===== config.mk =====
export PLATFORM = sky130hd
export DESIGN_NAME = serial_adder_nand
export DESIGN_NICKNAME = d
export VERILOG_FILES = /design/src/rtl/serial_adder_nand_pkg.sv /design/src/rtl/full_adder_nand.sv /design/src/rtl/serial_adder_nand.sv
export SDC_FILE = /design/constraint.sdc
export NUM_CORES = 1
export LEC_CHECK = 0
export BUFFER_PORTS_ARGS = -buffer_cell sky130_fd_sc_hd__buf_2
export CELL_PAD_IN_SITES_DETAIL_PLACEMENT = 2
export CELL_PAD_IN_SITES_GLOBAL_PLACEMENT = 2
export CORE_ASPECT_RATIO = 0.5
export CORE_MARGIN = 10
export CORE_UTILIZATION = 29
export DETAILED_ROUTE_END_ITERATION = 8
export GPL_TIMING_DRIVEN = 0
export PLACE_DENSITY = 0.62
export SYNTH_ARGS = -nofsm -noshare
export SYNTH_HDL_FRONTEND = slang
export SYNTH_SLANG_ARGS = --single-unit

===== constraint.sdc =====
create_clock -name clk -period 3.9 [get_ports clk]
set_clock_uncertainty 0.05 [all_clocks]
set_input_delay 0.195 -clock clk [delete_from_list [all_inputs] [get_ports clk]]
set_output_delay 0.195 -clock clk [all_outputs]
set_load 0.1 [all_outputs]

===== src/rtl/serial_adder_nand_pkg.sv =====
// serial_adder_nand_pkg: shared state encoding for the bit-serial adder
package serial_adder_nand_pkg;
    typedef enum logic [1:0] {
        IDLE = 2'd0,
        RUN  = 2'd1,
        DONE = 2'd2
    } state_t;
endpackage


===== src/rtl/full_adder_nand.sv =====
// full_adder_nand: 1-bit full adder from two NAND-only half-adders and a NAND-built OR
module half_adder_nand (
    input  logic i_a,
    input  logic i_b,
    output logic o_s,
    output logic o_cn
);
    logic w_n1, w_n2;
    nand g0 (o_cn, i_a, i_b);
    nand g1 (w_n1, i_a, o_cn);
    nand g2 (w_n2, i_b, o_cn);
    nand g3 (o_s, w_n1, w_n2);
endmodule

module full_adder_nand (
    input  logic i_a,
    input  logic i_b,
    input  logic i_c,
    output logic o_s,
    output logic o_c
);
    logic w_s1, w_cn1, w_cn2;
    half_adder_nand u_ha0 (.i_a(i_a),  .i_b(i_b), .o_s(w_s1), .o_cn(w_cn1));
    half_adder_nand u_ha1 (.i_a(w_s1), .i_b(i_c), .o_s(o_s),  .o_cn(w_cn2));
    // inverted half-adder carries feed a NAND, which acts as their OR
    nand g_or (o_c, w_cn1, w_cn2);
endmodule


===== src/rtl/serial_adder_nand.sv =====
// serial_adder_nand: LSB-first bit-serial adder, one full-adder cell plus carry flop,
// with a start/busy/done handshake
module serial_adder_nand
    import serial_adder_nand_pkg::*;
#(
    parameter int WIDTH = 8
) (
    input  logic             clk,
    input  logic             rst_n,
    input  logic             start,
    input  logic [WIDTH-1:0] a,
    input  logic [WIDTH-1:0] b,
    output logic             busy,
    output logic             done,
    output logic [WIDTH-1:0] sum,
    output logic             carry_out
);
    localparam int CW = $clog2(WIDTH);

    state_t           r_state, w_next;
    logic [WIDTH-1:0] r_a, r_b, r_psum, r_sum, w_psum;
    logic [CW-1:0]    r_cnt;
    logic             r_c, r_cout, w_s, w_c, w_last;

    full_adder_nand u_fa (.i_a(r_a[0]), .i_b(r_b[0]), .i_c(r_c), .o_s(w_s), .o_c(w_c));

    assign w_last    = r_cnt == CW'(WIDTH - 1);
    assign w_psum    = {w_s, r_psum[WIDTH-1:1]};
    assign busy      = r_state == RUN;
    assign done      = r_state == DONE;
    assign sum       = r_sum;
    assign carry_out = r_cout;

    always_comb begin
        w_next = r_state;
        w_next = (r_state == IDLE) ? (start ? RUN : IDLE) :
                 (r_state == RUN)  ? (w_last ? DONE : RUN) : IDLE;
    end

    always_ff @(posedge clk or negedge rst_n) begin
        if (!rst_n) begin
            r_state <= IDLE;
            r_a     <= '0;
            r_b     <= '0;
            r_psum  <= '0;
            r_c     <= 1'b0;
            r_cnt   <= '0;
            r_sum   <= '0;
            r_cout  <= 1'b0;
        end else begin
            r_state <= w_next;
            if (r_state == IDLE && start) begin
                r_a    <= a;
                r_b    <= b;
                r_psum <= '0;
                r_c    <= 1'b0;
                r_cnt  <= '0;
            end else if (r_state == RUN) begin
                r_a    <= r_a >> 1;
                r_b    <= r_b >> 1;
                r_psum <= w_psum;
                r_c    <= w_c;
                r_cnt  <= r_cnt + CW'(1);
                // results move only on the final bit edge so they hold through the run
                if (w_last) begin
                    r_sum  <= w_psum;
                    r_cout <= w_c;
                end
            end
        end
    end
endmodule


==> results.txt, run 1 <==
----------------------------------------------------
[Synth]
  Average instance area after synthesis ... 12.92 um^2
  Unique masters post-synth ... 25
  Number of synthesized register bits ... 38
  Fraction of the yosys area taken by sequential cells ... 0.5491
  Number of warnings printed during yosys synthesis ... 0
  Netlist area before placement ... 0.001732 mm^2
  Synthesized netlist net count ... 156
  Number of cells produced by synthesis ... 134

[Layout]
  Fillers ... 598
  Non-filler cells, final ... 244
  Fin util ... 0.3762
  # nets final ... 192
  Fraction of layout instances using a drive strength above 1 ... 0.3567
  Total inserted antenna cells ... 0
  Combined area of the multi-input logic cells ... 664.4 um^2
  Area growth syn-to-layout ... 22.40%
  Sequential cell area ... 950.9 um^2

[Run]
  Maxcap violations ... 0

[Global routing]
  Antenna violations before repair ... 0
  Total grt overflow ... 0
  GRT Util Overall ... 0.1000
  Maximum number of pins on one net before global-route repair ... 39
  Number of global-route vias before repair ... 1,420
  Wire length of the first global-routing pass ... 7.576 mm

[Setup path]
  Critical register-to-register path endpoint ... sum[1]
  Critical path type ... reg2out
  Standard cell with the maximum stage delay on the critical path ... sky130_fd_sc_hd__buf_2
  Highest fanout seen on the critical path ... 10
  Cell-by-cell trace of the critical path ... buf_6, clkbuf_1, nor2b_1, buf_2
  Worst reg2reg startpoint ... r_cnt[0]
  Setup slack of the most critical reg-to-reg path ... 2.23 ns
  Required time at the worst-slack endpoint ... 3.65 ns
  Slowest cell delay on critical path ... 0.43 ns
  Endpoint arrival time on the critical path ... 1.88 ns
  Startpoint class of the critical path ... register
  Cells on worst reg2reg path ... 5
  Kind of end point of the critical path ... output pin

[Clocking]
  Number of buffers inserted during clock tree synthesis ... 5
  Buffer cell driving the clock tree root ... sky130_fd_sc_hd__clkbuf_16
  Clock-pin slew on the worst setup and hold paths ... 0.06 ns
  Clock tree sinks ... 38
  Number of buffers added for setup after CTS ... 0
  Post-CTS sizing ... 0
  CTS tree ... yes
  Largest buffer count on any clock path ... 2
  CTS H-tree lvls ... 2
  Hold-fix buffers at CTS ... 0
  Worst skew pair latency ... 0.28 ns

[Route]
  Antenna-violating nets left ... 0
  Total wire length after detailed routing ... 4.367 mm
  Via count ... 1,208
  Routed length per instance ... 17.90 um
  Per-cell via count in the routed design ... 4.951
  Number of detailed-routing iterations run before antenna repair ... 4
  Remaining routing DRC violations ... 0
  Iter 0 DRT Violations ... 37

[Floorplanning]
  Effective utilization at floorplan ... 0.3074
  Die area ... 0.009649 mm^2
  Die span in y ... 74.64 um
  Core box area ... 0.005634 mm^2
  Row Count ... 19
  Die width ... 129.3 um
  I/O pin count ... 30

[STA]
  Number of failing setup endpoints in the final timing report ... 0
  Final cycle utilization of the critical path ... 0.5437
  RSZ-0062 raised after global routing ... false
  Total negative slack for setup checks ... 0 ns
  Number of pins exceeding their max-slew limit in the final report ... 0
  Maximum frequency from static timing analysis ... 471.6 MHz
  Shortest period the worst path allows ... 2.120 ns
  Number of hold-slack violations in the final timing report ... 30
  Slew HR ... 0.4229
  WHS ... -0.03089 ns
  Slew at the pin with the worst max-slew slack ... 0.8656 ns

[Pwr]
  Lkg Pwr ... 0.0009907 uW
  Pwr/cell area ... 979.0 mW/mm^2
  Peak ir drop on the vdd network ... 0.0002466 V

[Outcome]
  Outcome ... finished, violations left
  Violated checks ... hold timing

[Placed design]
  Routability congestion estimate ... 0.6954
  Post-DP HPWL ... 3.060 mm
  Post-Place Cells ... 236
  Count of input and output buffers ... 29

[Min path]
  Worst hold path class ... in2async

----------------------------------------------------
==> cell type report <==
type,instances,share of cell area
Sequential cell,38,0.4486
Multi-Input combinational cell,73,0.3135
Timing Repair Buffer,29,0.06848
Clock buffer,6,0.06553
Tap cell,73,0.04309
Buffer,12,0.03542
Inverter,11,0.01948
Clock inverter,2,0.005903
==> per-stage QoR <==
| step | instance area, um^2 | setup slack (ns) | total power [uW] |
|---|---|---|---|
| after floorplan | 1732 | 1.503 | 1458 |
| after global placement | 1968 | 2.055 | 1642 |
| after detailed placement | 1968 | 2.063 | 1678 |
| after CTS | 2120 | 1.749 | 2102 |
| after global routing | 2120 | 1.663 | 2217 |
| final | 2120 | 1.780 | 2075 |
==> how the worst max path moves through the flow <==
stage,slack [ns],end,from,depth (start not counted)
2_1_floorplan,1.50,done,r_state[1],3
3_3_place_gp,2.06,done,r_state[1],4
3_5_place_dp,2.06,done,r_state[1],4
4_1_cts,1.75,done,r_state[1],4
5_1_grt,1.66,done,r_state[1],4
6_report,1.78,done,r_state[1],4
==> report_power, final <==
| group | switching (uW) | internal (uW) | leakage (uW) | total, uW |
|---|---|---|---|---|
| Sequential | 119 | 577 | 0.000463 | 696 |
| Clock | 159 | 253 | 0.0000729 | 413 |
| Combinational | 648 | 318 | 0.000455 | 966 |
==> synth_stat cells, drive strengths merged <==
cell type	n	share of area
a211o	1	0.0051
a211oi	9	0.039
a21o	1	0.0043
a21oi	1	0.0029
a22o	10	0.051
buf	9	0.037
clkbuf	3	0.0065
dfrtp	38	0.55
fa	1	0.012
ha	2	0.014
inv	11	0.024
mux2	9	0.059
mux2i	1	0.0058
nand2b	2	0.0072
nand3b	1	0.0043
nor2b	1	0.0036
nor3b	10	0.043
nor4b	9	0.046
nor4bb	2	0.012
o21ba	1	0.0058
o21bai	1	0.0043
o221a	5	0.033
or2b	1	0.0043
or4b	5	0.029
==> layer usage <==
layer / up-vias / wire length (um) / GRT usage
met5: - / 0 / 0
met4: 0 / 30 / 0.02628
met3: 4 / 195 / 0.03504
met2: 16 / 2047 / 0.1640
met1: 619 / 2094 / 0.1244
li1: 569 / - / -
==> critical path, delay by kind of cell, from the launching register on <==
family / cells / cell delay [ns]
DFF: 1 / 0.42
buffers and inverters: 3 / 0.99
and+or+nand+nor: 1 / 0.19
==> logic make-up (layout without fill, tap and decap cells) <==
| family | count (synthesis) | after routing | share of synthesized area |
|---|---|---|---|
| buffers and inverters | 23 | 60 | 0.06720 |
| AO/OA/AOI/OAI | 29 | 29 | 0.1445 |
| flip-flops | 38 | 38 | 0.5491 |
| adder cells (fa/ha/maj) | 3 | 3 | 0.02601 |
| AND/OR/NAND/NOR | 31 | 31 | 0.1489 |
| multiplexers | 10 | 10 | 0.06431 |
==> placed cells by master, fill, tap and decap left out <==
master                       Yosys  layout
sky130_fd_sc_hd__o21bai_1        1       1
sky130_fd_sc_hd__mux2_2          9       9
sky130_fd_sc_hd__nor4bb_1        2       2
sky130_fd_sc_hd__o221a_2         5       5
sky130_fd_sc_hd__nor4b_1         9       9
sky130_fd_sc_hd__or2b_1          1       1
sky130_fd_sc_hd__clkbuf_8        0       1
sky130_fd_sc_hd__or4b_1          5       5
sky130_fd_sc_hd__clkinv_2        0       1
sky130_fd_sc_hd__nand3b_1        1       1
sky130_fd_sc_hd__ha_1            2       2
sky130_fd_sc_hd__o21ba_2         1       1
sky130_fd_sc_hd__clkbuf_1        3       3
sky130_fd_sc_hd__buf_6           3       3
sky130_fd_sc_hd__buf_2           6      35
sky130_fd_sc_hd__nor2b_1         1       1
sky130_fd_sc_hd__mux2i_1         1       1
sky130_fd_sc_hd__a21oi_1         1       1
sky130_fd_sc_hd__nor3b_1        10      10
sky130_fd_sc_hd__fa_1            1       1
sky130_fd_sc_hd__a22o_1         10      10
sky130_fd_sc_hd__a21o_1          1       1
sky130_fd_sc_hd__inv_1          11      11
sky130_fd_sc_hd__nand2b_1        2       2
sky130_fd_sc_hd__clkbuf_16       0       5
sky130_fd_sc_hd__dfrtp_1        38      38
sky130_fd_sc_hd__clkinvlp_4      0       1
sky130_fd_sc_hd__a211o_1         1       1
sky130_fd_sc_hd__a211oi_1        9       9
==> registers in the layout, indices dropped and copies added, names as in the netlist <==
name / cells
r_a: 8
sum: 8
carry_out: 1
r_c: 1
r_b: 8
r_cnt: 3
r_psum: 7
r_state: 2
(Power assumes the default switching activity.)
==> run 2: changes to the inputs <==
- ABC_AREA: default -> 1
- PLACE_DENSITY: 0.62 -> 0.72
- clock period: 3.9 -> 1.7 ns (I/O delays scaled with it)
==> run 2 against run 1 <==
  * The flow now finishes without violations
  * Hold slack better by 0.041 ns
  * Die area grew 1.6%
  * Clock power grew to 2.6 times the previous value
  * Worst setup slack got worse by 1.7 ns
  * Synthesized cell count grew 61%
  * Sequential share of layout area is 1.8 points lower
  * Sequential power increased by 120%
  * Wire length grew 13%
  * Non-clock buffer count shrank 1
==> results.txt, run 2 <==
----------------------------------------------------
[Route]
  Via count ... 1,530 (+27%)
  Total wire length after detailed routing ... 4.955 mm (+13%)
  Iter 0 DRT Violations ... 43 (+16%)
  Antenna-violating nets left ... 0 (unchanged)
  Per-cell via count in the routed design ... 4.693 (-5.2%)
  Routed length per instance ... 15.20 um (-15%)
  Number of detailed-routing iterations run before antenna repair ... 4 (unchanged)
  Remaining routing DRC violations ... 0 (unchanged)

[Synth]
  Synthesized netlist net count ... 238 (+53%)
  Post-synth EDFFs ... 0 (unchanged)
  Netlist area before placement ... 0.001767 mm^2 (+2.0%)
  Unique masters post-synth ... 15 (-40%)
  Leading cell type by number of instances after synthesis ... sky130_fd_sc_hd__nand2_1
  Number of warnings printed during yosys synthesis ... 0 (unchanged)
  Proportion of synthesized flip-flops having asynchronous set or reset ... 1.000 (unchanged)
  Leading area contributor after synthesis ... sky130_fd_sc_hd__dfrtp_1
  Dominant cells by area after synthesis ... sky130_fd_sc_hd__dfrtp_1, sky130_fd_sc_hd__nand2_1, sky130_fd_sc_hd__nand3_1, sky130_fd_sc_hd__inv_1, sky130_fd_sc_hd__buf_6
  Number of cells produced by synthesis ... 216 (+61%)
  Most common library cells after synthesis ... sky130_fd_sc_hd__nand2_1, sky130_fd_sc_hd__dfrtp_1, sky130_fd_sc_hd__nand3_1, sky130_fd_sc_hd__inv_1, sky130_fd_sc_hd__buf_2
  Average instance area after synthesis ... 8.179 um^2 (-37%)
  Prevailing post-synth register cell ... sky130_fd_sc_hd__dfrtp_1
  Top-area cell type share of the netlist area ... 0.5382 (-0.01089)
  Number of synthesized register bits ... 38 (unchanged)
  Fraction of the yosys area taken by sequential cells ... 0.5382 (-0.01089)

[Floorplanning]
  Die span in y ... 75.19 um (+0.74%)
  Die width ... 130.4 um (+0.85%)
  Row Count ... 19 (unchanged)
  Die area ... 0.009803 mm^2 (+1.6%)
  I/O pin count ... 30 (unchanged)
  Core box area ... 0.005682 mm^2 (+0.84%)
  Effective utilization at floorplan ... 0.3109 (+0.003594)

[Setup path]
  Highest fanout seen on the critical path ... 10 (unchanged)
  Kind of end point of the critical path ... output pin
  Setup slack of the most critical reg-to-reg path ... 0.34 ns (-1.89 ns)
  Worst setup path startpoint ... r_state[1]
  Required time at the worst-slack endpoint ... 1.56 ns (-2.09 ns)
  Worst reg2reg startpoint ... r_cnt[0]
  Endpoint arrival time on the critical path ... 1.48 ns (-0.40 ns)
  Cells on worst reg2reg path ... 6 (+1)
  Startpoint class of the critical path ... register
  Critical register-to-register path endpoint ... sum[5]
  Critical path type ... reg2out

[STA]
  RSZ-0062 raised after global routing ... false
  Number of failing setup endpoints in the final timing report ... 0 (unchanged)
  Slew at the pin with the worst max-slew slack ... 0.8993 ns (+0.03371 ns)
  Final cycle utilization of the critical path ... 0.9480
  Maximum frequency from static timing analysis ... 620.5 MHz
  Number of pins exceeding their max-slew limit in the final report ... 0 (unchanged)
  Number of hold-slack violations in the final timing report ... 0 (-100%)
  Shortest period the worst path allows ... 1.612 ns
  Slew HR ... 0.4005 (-0.02247)
  Total negative slack for setup checks ... 0 ns (unchanged)

[Layout]
  Fraction of layout instances using a drive strength above 1 ... 0.2134 (-0.1433)
  Most used cells in the layout excluding fill and tap cells ... sky130_fd_sc_hd__nand2_1, sky130_fd_sc_hd__dfrtp_1, sky130_fd_sc_hd__buf_2, sky130_fd_sc_hd__nand3_1, sky130_fd_sc_hd__inv_1
  Total inserted antenna cells ... 0 (unchanged)
  Fillers ... 652 (+9.0%)
  Area growth syn-to-layout ... 24.93%
  Most frequent standard cell in the layout excluding fill and tap cells ... sky130_fd_sc_hd__nand2_1
  # nets final ... 275 (+43%)

[Global routing]
  Total grt overflow ... 0 (unchanged)
  Antenna violations before repair ... 0 (unchanged)
  Number of global-route vias before repair ... 1,736 (+22%)
  GRT Util Overall ... 0.1144 (+0.01445)
  Maximum number of pins on one net before global-route repair ... 39 (unchanged)
  Wire length of the first global-routing pass ... 8.666 mm (+14%)

[Pwr]
  Peak ir drop on the vdd network ... 0.0005201 V (+110%)
  Overall power ... 4952 uW (+140%)
  Lkg Pwr ... 0.001230 uW (+24%)
  Pwr/cell area ... 2244 mW/mm^2 (+130%)

[Min path]
  Worst hold path class ... in2reg
  Beginning of the worst hold path ... b[0]
  Capture endpoint of the worst hold path ... r_b[0]
  Worst hold stages ... 3

[Outcome]
  Outcome ... complete, no violations

[Clocking]
  CTS H-tree lvls ... 2 (unchanged)
  Buffer cell driving the clock tree root ... sky130_fd_sc_hd__clkbuf_16
  Largest buffer count on any clock path ... 2 (unchanged)
  CTS tree ... yes
  Number of buffers inserted during clock tree synthesis ... 5 (unchanged)
  Clock-pin slew on the worst setup and hold paths ... 0.06 ns (about the same)
  Clock tree sinks ... 38 (unchanged)
  Worst skew pair latency ... 0.28 ns (about the same)

[Placed design]
  Post-DP HPWL ... 3.302 mm (+7.9%)
  Routability congestion estimate ... 0.7098 (+2.1%)
  Count of input and output buffers ... 28 (-3.4%)

[Run]
  Maxcap violations ... 0 (unchanged)

----------------------------------------------------
-- run 2: how the worst max path moves through the flow --
stage,endpoint,slack [ns],cells past startpoint
after global placement,busy,0.14,5
final,busy,0.09,5
after global routing,busy,0.002,5
after detailed placement,busy,0.15,5
after floorplan,done,0.09,3
after CTS,busy,0.02,5
-- run 2: what timing repair did --
action / in CTS / in global routing
setup endpoints to repair: 2 / 1
buffers inserted: 0 / 0
hold buffers: 2 / 0
endpoints found under the hold margin: 39 / 0
resized for setup: 3 / 2
-- run 2: report_power, final --
group / leakage [uW] / switching, uW / internal [uW]
registers: 0.000481 / 241 / 1310
logic: 0.000666 / 1710 / 595
clock network: 0.0000829 / 370 / 724
total: 0.00123 / 2320 / 2630
-- run 2: stage by stage --
stage,hold WS (ns),setup WS (ns),cells,area (um^2),util
global placement,0.2184,0.1399,317,2001,0.3521
finish,0.01017,0.08841,326,2207,0.3885
floorplan,-0.2606,0.08808,216,1769,-
global route,0.03744,0.002017,326,2207,0.3885
detailed placement,0.2375,0.1459,317,2001,0.3521
CTS,0.003512,0.01766,326,2198,0.3869
-- run 2: final cells by class --
class                           instances  area (um^2)  area share
Sequential cell                        38        950.9      0.4308
Multi-Input combinational cell        154        689.4      0.3124
Timing Repair Buffer                   30        177.7     0.08050
Clock buffer                            6        138.9     0.06292
Tap cell                               73        91.34     0.04138
Buffer                                 10        76.32     0.03458
Inverter                               14        52.55     0.02381
Clock inverter                          1        30.03     0.01361
-- run 2: worst max-delay path: stages (launching register included) --
cell and delay, ns:
sky130_fd_sc_hd__dfrtp_1 0.42, sky130_fd_sc_hd__inv_2 0.14, sky130_fd_sc_hd__nand2_2 0.11, sky130_fd_sc_hd__inv_2 0.13, sky130_fd_sc_hd__buf_4 0.20, sky130_fd_sc_hd__buf_12 0.19
-- run 2: metal layers --
| layer | wire (um) | up-vias | global-route usage | share of wire |
|---|---|---|---|---|
| met5 | 0 | - | 0 | 0 |
| met4 | 65 | 0 | 0.03672 | 0.013 |
| met3 | 304 | 6 | 0.04275 | 0.061 |
| met2 | 2323 | 30 | 0.1926 | 0.47 |
| met1 | 2262 | 753 | 0.1349 | 0.46 |
| li1 | - | 741 | - | - |
-- run 2: logic make-up after synthesis --
group           after synthesis  synth area share
compound gates                3           0.01488
fa+ha+maj                     3           0.02549
buf+inv                      24           0.07294
flops                        38            0.5382
simple gates                148            0.3484
==> run 3: changes to the inputs <==
- HOLD_SLACK_MARGIN: default -> 0.12
- SETUP_SLACK_MARGIN: default -> 0.15
==> run 3 against run 2 <==
  * Final cell count is 6.4% higher
  * Maximum frequency is 8.2% higher
  * Via count up 3.3%
  * Highest routed layer unchanged
  * Clock-buffer cell count stayed put
==> results.txt, run 3 (synthesis gave the netlist of run 2 again) <==
----------------------------------------------------
[Outcome]
  Outcome ... complete, no violations

[Global routing]
  Antenna violations before repair ... 0 (unchanged)
  Total grt overflow ... 0 (unchanged)
  Wire length of the first global-routing pass ... 8.825 mm (+1.8%)
  GRT Util Overall ... 0.1149 (+0.0004333)
  Number of global-route vias before repair ... 1,752 (+0.92%)
  Maximum number of pins on one net before global-route repair ... 39 (unchanged)

[Min path]
  Capture endpoint of the worst hold path ... r_b[2]
  Beginning of the worst hold path ... start
  Worst hold stages ... 4 (+1)
  Worst hold path class ... in2reg

[Run]
  Maxcap violations ... 0 (unchanged)

[Setup path]
  Critical register-to-register path endpoint ... sum[7]
  Setup slack of the most critical reg-to-reg path ... 0.34 ns (about the same)
  Worst reg2reg startpoint ... r_cnt[0]
  Required time at the worst-slack endpoint ... 1.56 ns (about the same)
  Highest fanout seen on the critical path ... 10 (unchanged)
  Buffers and inverters on the worst path ... 3 (-1)
  Endpoint arrival time on the critical path ... 1.36 ns (-0.12 ns)
  Cell-by-cell trace of the critical path ... buf_4, buf_2, nor2_4, buf_12
  Startpoint class of the critical path ... register
  Standard cell with the maximum stage delay on the critical path ... sky130_fd_sc_hd__dfrtp_1
  Cells on worst reg2reg path ... 6 (unchanged)
  Critical path type ... reg2out
  Largest delay contributor family on the critical path ... buffers and inverters
  Slowest cell delay on critical path ... 0.37 ns (-0.05 ns)
  Kind of end point of the critical path ... output pin

[Route]
  Via count ... 1,581 (+3.3%)
  Number of detailed-routing iterations run before antenna repair ... 4 (unchanged)
  Routed length per instance ... 14.82 um (-2.5%)
  Iter 0 DRT Violations ... 97 (+130%)
  Antenna-violating nets left ... 0 (unchanged)
  Per-cell via count in the routed design ... 4.556 (-2.9%)
  Remaining routing DRC violations ... 0 (unchanged)
  Total wire length after detailed routing ... 5.141 mm (+3.8%)

[Clocking]
  CTS tree ... yes
  CTS H-tree lvls ... 2 (unchanged)
  Buffer cell driving the clock tree root ... sky130_fd_sc_hd__clkbuf_16
  Worst skew pair latency ... 0.28 ns (about the same)
  Clock-pin slew on the worst setup and hold paths ... 0.06 ns (about the same)
  Clock tree sinks ... 38 (unchanged)
  Number of buffers inserted during clock tree synthesis ... 5 (unchanged)
  Largest buffer count on any clock path ... 2 (unchanged)

[Floorplanning]
  Die span in y ... 75.19 um (unchanged)
  Row Count ... 19 (unchanged)
  Die area ... 0.009803 mm^2 (unchanged)
  Core box area ... 0.005682 mm^2 (unchanged)
  Effective utilization at floorplan ... 0.3109 (unchanged)
  Die width ... 130.4 um (unchanged)
  I/O pin count ... 30 (unchanged)

[Placed design]
  Post-DP HPWL ... 3.270 mm (-0.96%)
  Count of input and output buffers ... 28 (unchanged)
  Routability congestion estimate ... 0.7117 (+0.27%)

[Layout]
  Area growth syn-to-layout ... 35.91%
  Most frequent standard cell in the layout excluding fill and tap cells ... sky130_fd_sc_hd__nand2_1
  Fillers ... 640 (-1.8%)
  Fraction of layout instances using a drive strength above 1 ... 0.2190 (+0.005539)
  # nets final ... 295 (+7.3%)
  Most used cells in the layout excluding fill and tap cells ... sky130_fd_sc_hd__nand2_1, sky130_fd_sc_hd__dfrtp_1, sky130_fd_sc_hd__buf_2, sky130_fd_sc_hd__nand3_1, sky130_fd_sc_hd__dlygate4sd3_1
  Fin util ... 0.4226 (+0.03413)
  Total inserted antenna cells ... 0 (unchanged)

[STA]
  Final cycle utilization of the critical path ... 0.8765 (-0.07150)
  Number of failing setup endpoints in the final timing report ... 0 (unchanged)
  Maximum frequency from static timing analysis ... 671.1 MHz (+8.2%)
  Total negative slack for setup checks ... 0 ns (unchanged)
  RSZ-0062 raised after global routing ... false
  Number of hold-slack violations in the final timing report ... 0 (unchanged)
  Slew at the pin with the worst max-slew slack ... 0.9067 ns (+0.007395 ns)
  Number of pins exceeding their max-slew limit in the final report ... 0 (unchanged)
  Shortest period the worst path allows ... 1.490 ns (-0.1216 ns)
  WHS ... 0.1634 ns (+0.1533 ns)
  Slew HR ... 0.3955 (-0.004930)

[Pwr]
  Peak ir drop on the vdd network ... 0.0004619 V (-11%)
  Lkg Pwr ... 0.001310 uW (+6.5%)
  Overall power ... 4926 uW (-0.53%)
  Pwr/cell area ... 2052 mW/mm^2 (-8.6%)

----------------------------------------------------
==> run 3: cell types whose count changed in the layout (fill, tap and decap cells not counted), sizes merged <==
cell	delta
buf	+5
bufinv	-1
clkinvlp	+1
dlygate4sd3	+15
clkinv	+1
==> run 3: repair_timing <==
action | in CTS | in global routing
endpoints found under the setup margin | 2 | 2
hold buffers | 17 | 0
gates resized for setup | 8 | 2
setup buffers | 0 | 5
hold endpoints to repair | 54 | 0
pin swaps | 0 | 0
==> run 3: worst register-to-register path, cell delays in order (launching register included) <==
cell and delay [ns]:
sky130_fd_sc_hd__dfrtp_1 0.37, sky130_fd_sc_hd__ha_1 0.16, sky130_fd_sc_hd__ha_1 0.20, sky130_fd_sc_hd__inv_1 0.09, sky130_fd_sc_hd__nor2_4 0.26, sky130_fd_sc_hd__nand2_1 0.10, sky130_fd_sc_hd__nand2_1 0.07
==> run 3: per-layer routing <==
layer  track usage  part of all wire
met1        0.1398              0.47
met2        0.1926              0.47
met3       0.03854             0.052
met4       0.03305            0.0082
met5             0                 0
==> run 3: area by class of cell <==
class	instances	area, um^2	share of cell area
Buffer	10	80.08	0.03335
Clock buffer	6	138.9	0.05784
Clock inverter	2	12.51	0.005211
Inverter	14	55.05	0.02293
Multi-Input combinational cell	154	694.4	0.2892
Sequential cell	38	950.9	0.3960
Tap cell	73	91.34	0.03804
Timing Repair Buffer	50	377.9	0.1574
==> run 3: worst max path at each step <==
stage | startpoint | endpoint | slack (ns) | depth (start not counted)
after floorplan | r_state[0] | done | 0.39 | 3
after global routing | r_state[0] | done | 0.15 | 4
after global placement | r_state[1] | busy | 0.14 | 5
after detailed placement | r_state[1] | busy | 0.14 | 5
after CTS | r_state[1] | busy | 0.14 | 5
final | r_state[0] | done | 0.21 | 4
==> run 3: where the power goes <==
| part | switching, uW | internal [uW] |
|---|---|---|
| sequential | 245 | 1310 |
| clock | 372 | 581 |
| combinational | 1730 | 686 |
==> run 3: metrics by stage <==
stage / instances / setup WS [ns] / instance area (um^2)
after global placement: 317 / 0.1400 / 2006
after CTS: 342 / 0.1369 / 2355
after detailed placement: 317 / 0.1374 / 2006
after floorplan: 216 / 0.3928 / 1774
after global routing: 347 / 0.1533 / 2401
final: 347 / 0.2100 / 2401
